`src/rtl/hilo_unit_if.sv`:
```
// Pipeline-side port bundle of the HI/LO controller: the EX-stage instruction
// going in, and the stall request plus move-from result coming back.
interface hilo_unit_if;
    logic        op_valid;
    logic [2:0]  op;
    logic [31:0] rs_data;
    logic [31:0] rt_data;
    logic        stall;
    logic [31:0] rd_data;
    logic        rd_valid;

    modport master (
        output op_valid, op, rs_data, rt_data,
        input  stall, rd_data, rd_valid
    );

    modport slave (
        input  op_valid, op, rs_data, rt_data,
        output stall, rd_data, rd_valid
    );
endinterface

```
`src/rtl/hilo_unit.sv`:
```
// EX-stage HI/LO controller: launches the external multi-cycle multiplier,
// captures its product into HI/LO after a fixed latency and stalls HI/LO users meanwhile.
module hilo_unit #(
    parameter int MULT_LATENCY = 32
) (
    input  logic        clk,
    input  logic        rst,
    hilo_unit_if.slave  pipe,
    output logic        mul_start,
    output logic        mul_is_signed,
    output logic [31:0] mul_a,
    output logic [31:0] mul_b,
    input  logic [63:0] mul_s,
    output logic [31:0] hi,
    output logic [31:0] lo
);
    localparam logic [2:0] OP_MULT  = 3'd0;
    localparam logic [2:0] OP_MULTU = 3'd1;
    localparam logic [2:0] OP_MFHI  = 3'd2;
    localparam logic [2:0] OP_MFLO  = 3'd3;
    localparam logic [2:0] OP_MTHI  = 3'd4;
    localparam logic [2:0] OP_MTLO  = 3'd5;

    typedef enum logic [1:0] {IDLE, LAUNCH, BUSY} state_t;

    state_t     state, state_nxt;
    logic [7:0] cnt;
    logic       accept, capture, wr_hi, wr_lo, hilo_op;

    assign hilo_op = pipe.op_valid && (pipe.op <= OP_MTLO);

    always_comb begin
        state_nxt     = state;
        accept        = 1'b0;
        capture       = 1'b0;
        wr_hi         = 1'b0;
        wr_lo         = 1'b0;
        pipe.stall    = 1'b0;
        pipe.rd_valid = 1'b0;
        pipe.rd_data  = 32'd0;
        case (state)
            IDLE: begin
                if (pipe.op_valid) begin
                    case (pipe.op)
                        OP_MULT, OP_MULTU: begin
                            accept    = 1'b1;
                            state_nxt = LAUNCH;
                        end
                        OP_MFHI: begin
                            pipe.rd_valid = 1'b1;
                            pipe.rd_data  = hi;
                        end
                        OP_MFLO: begin
                            pipe.rd_valid = 1'b1;
                            pipe.rd_data  = lo;
                        end
                        OP_MTHI: wr_hi = 1'b1;
                        OP_MTLO: wr_lo = 1'b1;
                        default: ;
                    endcase
                end
            end
            LAUNCH: begin
                pipe.stall = hilo_op;
                state_nxt  = BUSY;
            end
            BUSY: begin
                pipe.stall = hilo_op;
                // mul_s is valid on the edge that ends the cycle where cnt reads 1
                if (cnt == 8'd1) begin
                    capture   = 1'b1;
                    state_nxt = IDLE;
                end
            end
            default: state_nxt = IDLE;
        endcase
    end

    always_ff @(posedge clk) begin
        if (rst) begin
            state         <= IDLE;
            cnt           <= 8'd0;
            mul_start     <= 1'b0;
            mul_is_signed <= 1'b0;
            mul_a         <= 32'd0;
            mul_b         <= 32'd0;
            hi            <= 32'd0;
            lo            <= 32'd0;
        end else begin
            state     <= state_nxt;
            mul_start <= accept;
            if (accept) begin
                mul_a         <= pipe.rs_data;
                mul_b         <= pipe.rt_data;
                mul_is_signed <= (pipe.op == OP_MULT);
            end
            if (state == LAUNCH)
                cnt <= 8'(MULT_LATENCY);
            else if (state == BUSY)
                cnt <= cnt - 8'd1;
            if (capture) begin
                hi <= mul_s[63:32];
                lo <= mul_s[31:0];
            end
            if (wr_hi) hi <= pipe.rs_data;
            if (wr_lo) lo <= pipe.rs_data;
        end
    end
endmodule

```
`src/flat_wrapper.sv`:
```
// flat-port wrapper written by rule: the top's interface ports become plain ports
module hilo_unit_flat 
#(
    parameter int MULT_LATENCY = 32
)
  (clk, rst, mul_start, mul_is_signed, mul_a, mul_b, mul_s, hi, lo, pipe_op_valid, pipe_op, pipe_rs_data, pipe_rt_data, pipe_stall, pipe_rd_data, pipe_rd_valid);
  hilo_unit_if pipe_i ();
  input  logic clk;
  input  logic rst;
  output logic mul_start;
  output logic mul_is_signed;
  output logic [31:0] mul_a;
  output logic [31:0] mul_b;
  input  logic [63:0] mul_s;
  output logic [31:0] hi;
  output logic [31:0] lo;
  input wire logic [$bits(pipe_i.op_valid)-1:0] pipe_op_valid;
  input wire logic [$bits(pipe_i.op)-1:0] pipe_op;
  input wire logic [$bits(pipe_i.rs_data)-1:0] pipe_rs_data;
  input wire logic [$bits(pipe_i.rt_data)-1:0] pipe_rt_data;
  output wire logic [$bits(pipe_i.stall)-1:0] pipe_stall;
  output wire logic [$bits(pipe_i.rd_data)-1:0] pipe_rd_data;
  output wire logic [$bits(pipe_i.rd_valid)-1:0] pipe_rd_valid;
  assign pipe_i.op_valid = pipe_op_valid;
  assign pipe_i.op = pipe_op;
  assign pipe_i.rs_data = pipe_rs_data;
  assign pipe_i.rt_data = pipe_rt_data;
  assign pipe_stall = pipe_i.stall;
  assign pipe_rd_data = pipe_i.rd_data;
  assign pipe_rd_valid = pipe_i.rd_valid;
  hilo_unit #(.MULT_LATENCY(MULT_LATENCY)) u_core (.clk(clk), .rst(rst), .pipe(pipe_i), .mul_start(mul_start), .mul_is_signed(mul_is_signed), .mul_a(mul_a), .mul_b(mul_b), .mul_s(mul_s), .hi(hi), .lo(lo));
endmodule
```
`config.mk`:
```
export PLATFORM = sky130hd
export DESIGN_NAME = hilo_unit_flat
export DESIGN_NICKNAME = d
export VERILOG_FILES = /design/src/rtl/hilo_unit_if.sv /design/src/rtl/hilo_unit.sv /design/src/flat_wrapper.sv
export SDC_FILE = /design/constraint.sdc
export NUM_CORES = 1
export LEC_CHECK = 0
export CAP_MARGIN = 20
export CORE_MARGIN = 8
export CORE_UTILIZATION = 38
export CTS_CLUSTER_DIAMETER = 200
export DETAILED_ROUTE_END_ITERATION = 16
export GPL_ROUTABILITY_DRIVEN = 0
export PLACE_DENSITY = 0.78
export SLEW_MARGIN = 10
export SYNTH_ARGS = -nofsm -noshare
export SYNTH_HDL_FRONTEND = slang
export SYNTH_SLANG_ARGS = --single-unit
```
`constraint.sdc`:
```
create_clock -name clk -period 2.2 [get_ports clk]
set_input_delay 0.66 -clock clk [delete_from_list [all_inputs] [get_ports clk]]
set_output_delay 0.66 -clock clk [all_outputs]
set_load 0.03 [all_outputs]
```
==> run_results.csv <==
group,metric,value,unit
route,num_vias,6975,
grt,grt_pass1_wl,41300,µm
power,p_leak,4.44,nW
yosys,ys.warnings.count,0,
route,ant_nets,0,
route,vias_per_cell,5.33,
route,drc,0,
floorplanning,dieHeight,147,µm
sta,slew_viol_final,0,
yosys,yosysUniqueCellTypes,36,
worst_setup_path,slowest_stage,"buf_4",
sta,slew_headroom,59.1,%
floorplanning,dieArea,21500,µm²
final_layout,drive_above_1_share,24.4,%
sta,fin_skew,0.00621,ns
grt,met3_usage,8.96,%
worst_setup_path,cp.arrival,1.72,ns
outcome,violations,"setup timing",
cts,cts-root-buf,"clkbuf_16",
yosys,synth_edf_count,0,
grt,gr-total-overflow,0,
sta,layout_setup_ws,-0.183,ns
route,routed_wirelength,26800,µm
cts,cts_made_buffers,17,
floorplanning,rows,47,
sta,max_freq,420,MHz
worst_setup_path,crit_fanout,6,
sta,tightest_slew,0.608,ns
grt,antenna_found_initial,0,
route,dr.pass1.iters,4,
power,pwr_density_cell,639,nW/µm²
route,wire_per_inst,20.5,µm
worst_setup_path,cp_top_family,"buffers and inverters",
worst_setup_path,path_buf_inv,4,
place,dp_hpwl,18600,µm
cts,clk_latency,0.42,ns
final_layout,fin_util,68.5,%
cts,cts-hold-fix-buffers,0,
cts,cts_sinks,140,
worst_setup_path,crit_path_cell_trace,"buf_8 -> nand2b_4 -> nor2_4 -> buf_6 -> buf_12 -> a22oi_2 -> nor2_1 -> buf_4",
grt,gr-usage-met2,40.9,%
floorplanning,start_util,38.9,%
cts,cts_tree,"built",
min_path,min_path_type,"flop to flop",
cts,htree_levels,4,
worst_setup_path,max_stage_delay,0.19,ns
place,port_buffers,297,
worst_setup_path,path_class,"input pin to primary output",
final_layout,nets,1215,
grt,busiest_layer,"met2",
worst_setup_path,startpoint_type,"input pin",
sta,finalSetupViolations,32,
yosys,syn-cell-area,6470,µm²
grt,grt_pass1_vias,7260,
sta,hold_violations,0,
cts,cts_max_path_buffers,2,
yosys,avgSynthCellArea,8.52,µm²
worst_setup_path,required,1.54,ns
outcome,status,"finished, violations left",
yosys,yosysSeqAreaShare,43.3,%
cts,path_clk_slew,0.06,ns
yosys,syn_nets,899,
final_layout,diodes,0,
worst_setup_path,setup.worst_path.end_class,"primary output",
power,ir_drop,0.498,mV
flow_run,cap_viol_max_count,0,
yosys,synthArstFlopShare,0,%
sta,min_period,2.38,ns
floorplanning,ioPinCount,298,
floorplanning,coreArea,16600,µm²
grt,grt_max_degree,60,
place,place_worst_setup_slack,-0.614,ns
final_layout,syn2layout_area_growth,76.0,%
yosys,syn_inst,760,
yosys,synth_seq_cells,140,
sta,rsz0062_at_grt,"yes",
sta,period_share,108,%
grt,grt_util_all_layers,24.2,%
grt,use_met1,27.3,%
route,drt_iter0_drc,388,
power,p_total,0.00729,W
sta,fin_tns_setup,-3.63,ns
yosys,synth_ff_type,"dfxtp_1",
floorplanning,dieWidth,147,µm
sta,whs,0.453,ns
## synthesized netlist by cell type, types with 2 or more instances
master / instances / area share (%)
ha_1: 5 / 0.97
nand2b_1: 5 / 0.48
nor4b_1: 3 / 0.41
dfxtp_1: 140 / 43
mux2i_1: 34 / 5.3
buf_4: 9 / 1.0
inv_1: 6 / 0.35
a311oi_1: 4 / 0.54
buf_6: 3 / 0.52
nor3b_1: 2 / 0.23
xnor2_1: 3 / 0.41
nor3_1: 66 / 5.1
nand2_1: 197 / 11
nor2_1: 44 / 2.6
xor2_1: 2 / 0.27
a211oi_1: 5 / 0.58
buf_2: 6 / 0.46
a21oi_1: 68 / 5.3
buf_1: 4 / 0.23
clkbuf_1: 50 / 2.9
a22oi_1: 32 / 3.7
a211oi_2: 30 / 5.8
nand3_1: 2 / 0.15
a311oi_2: 28 / 6.5
## worst min-delay path: cells and delay by family (launching register included)
kind,cells,cell delay [ns]
compound gates,1,0.05
flops,1,0.31
simple gates,1,0.05
## sequential cells by signal, summed over array words and instances (netlist names)
signal,flops
u_core.lo,32
u_core.hi,32
u_core.cnt,8
u_core.mul_is_signed,1
u_core.state,2
u_core.mul_a,32
u_core.mul_b,32
u_core.mul_start,1
## repair_timing
item,4_1_cts,5_1_grt
cloned,4,0
gates resized for setup,101,54
buffers inserted,10,8
endpoints found under the setup margin,51,55
pin swaps,18,23
## cell families after synthesis
logic type	after synthesis	share of synthesized area [%]
AND/OR/NAND/NOR	327	21.5
AO/OA/AOI/OAI	171	22.8
multiplexers	34	5.26
flip-flops	140	43.3
buffers and inverters	78	5.51
adder cells (fa/ha/maj)	5	0.966
XOR/XNOR	5	0.676
## cell type report
type / count / area, µm²
fillers: 1322 / 5250
repair buffers: 369 / 3970
multi-input cells: 542 / 3650
flip-flops and latches: 140 / 2810
clock buffers: 22 / 464
well taps: 220 / 275
clock inverters: 10 / 211
inverters: 6 / 22.5
## path summary, 6_finish.rpt
| kind | start | to | slack [ns] | depth (start not counted) |
|---|---|---|---|---|
| worst max-delay path | pipe_op[2] | pipe_rd_data[0] | -0.18 | 8 |
| worst min register to register | u_core.mul_a[19] | u_core.mul_a[19] | 0.45 | 2 |
| worst max register to register | u_core.state[0] | u_core.lo[26] | 0.06 | 9 |
| worst min-delay path | u_core.mul_a[19] | u_core.mul_a[19] | 0.45 | 2 |
## metal layers
metal	share of wire [%]	routed length, µm
met1	39	10400
met2	49	13200
met3	9.8	2630
met4	2.1	564
met5	0	0
## report_power, final
group / total (W) / internal (W) / switching, W
sequential: 0.00270 / 0.00263 / 0.0000724
combinational: 0.00127 / 0.000619 / 0.000651
clock: 0.00332 / 0.00219 / 0.00113
## cells in the final DEF, fill, tap and decap left out, types with 4 or more instances in the layout
cell type        count
clkdlybuf4s50_1    214
nand2_1            195
dfxtp_1            138
a21oi_1             67
nor3_1              66
buf_4               41
buf_6               39
mux2i_1             34
a211oi_2            30
a311oi_2            28
dlymetal6s2s_1      26
buf_12              23
nor2_4              19
a22oi_2             18
dlygate4sd2_1       18
clkbuf_16           17
nor2_2              14
a22oi_1             14
nor2_1              11
bufinv_16            6
a211oi_1             5
a311oi_1             4
ha_1                 4
## metrics by stage
step	cell area [µm²]	instances
6_report	11400	1309
3_5_place_dp	10100	1256
4_1_cts	11200	1302
2_1_floorplan	6650	760
3_3_place_gp	10100	1256
5_1_grt	11400	1309
No activity file was read; power rests on OpenSTA's default activity.
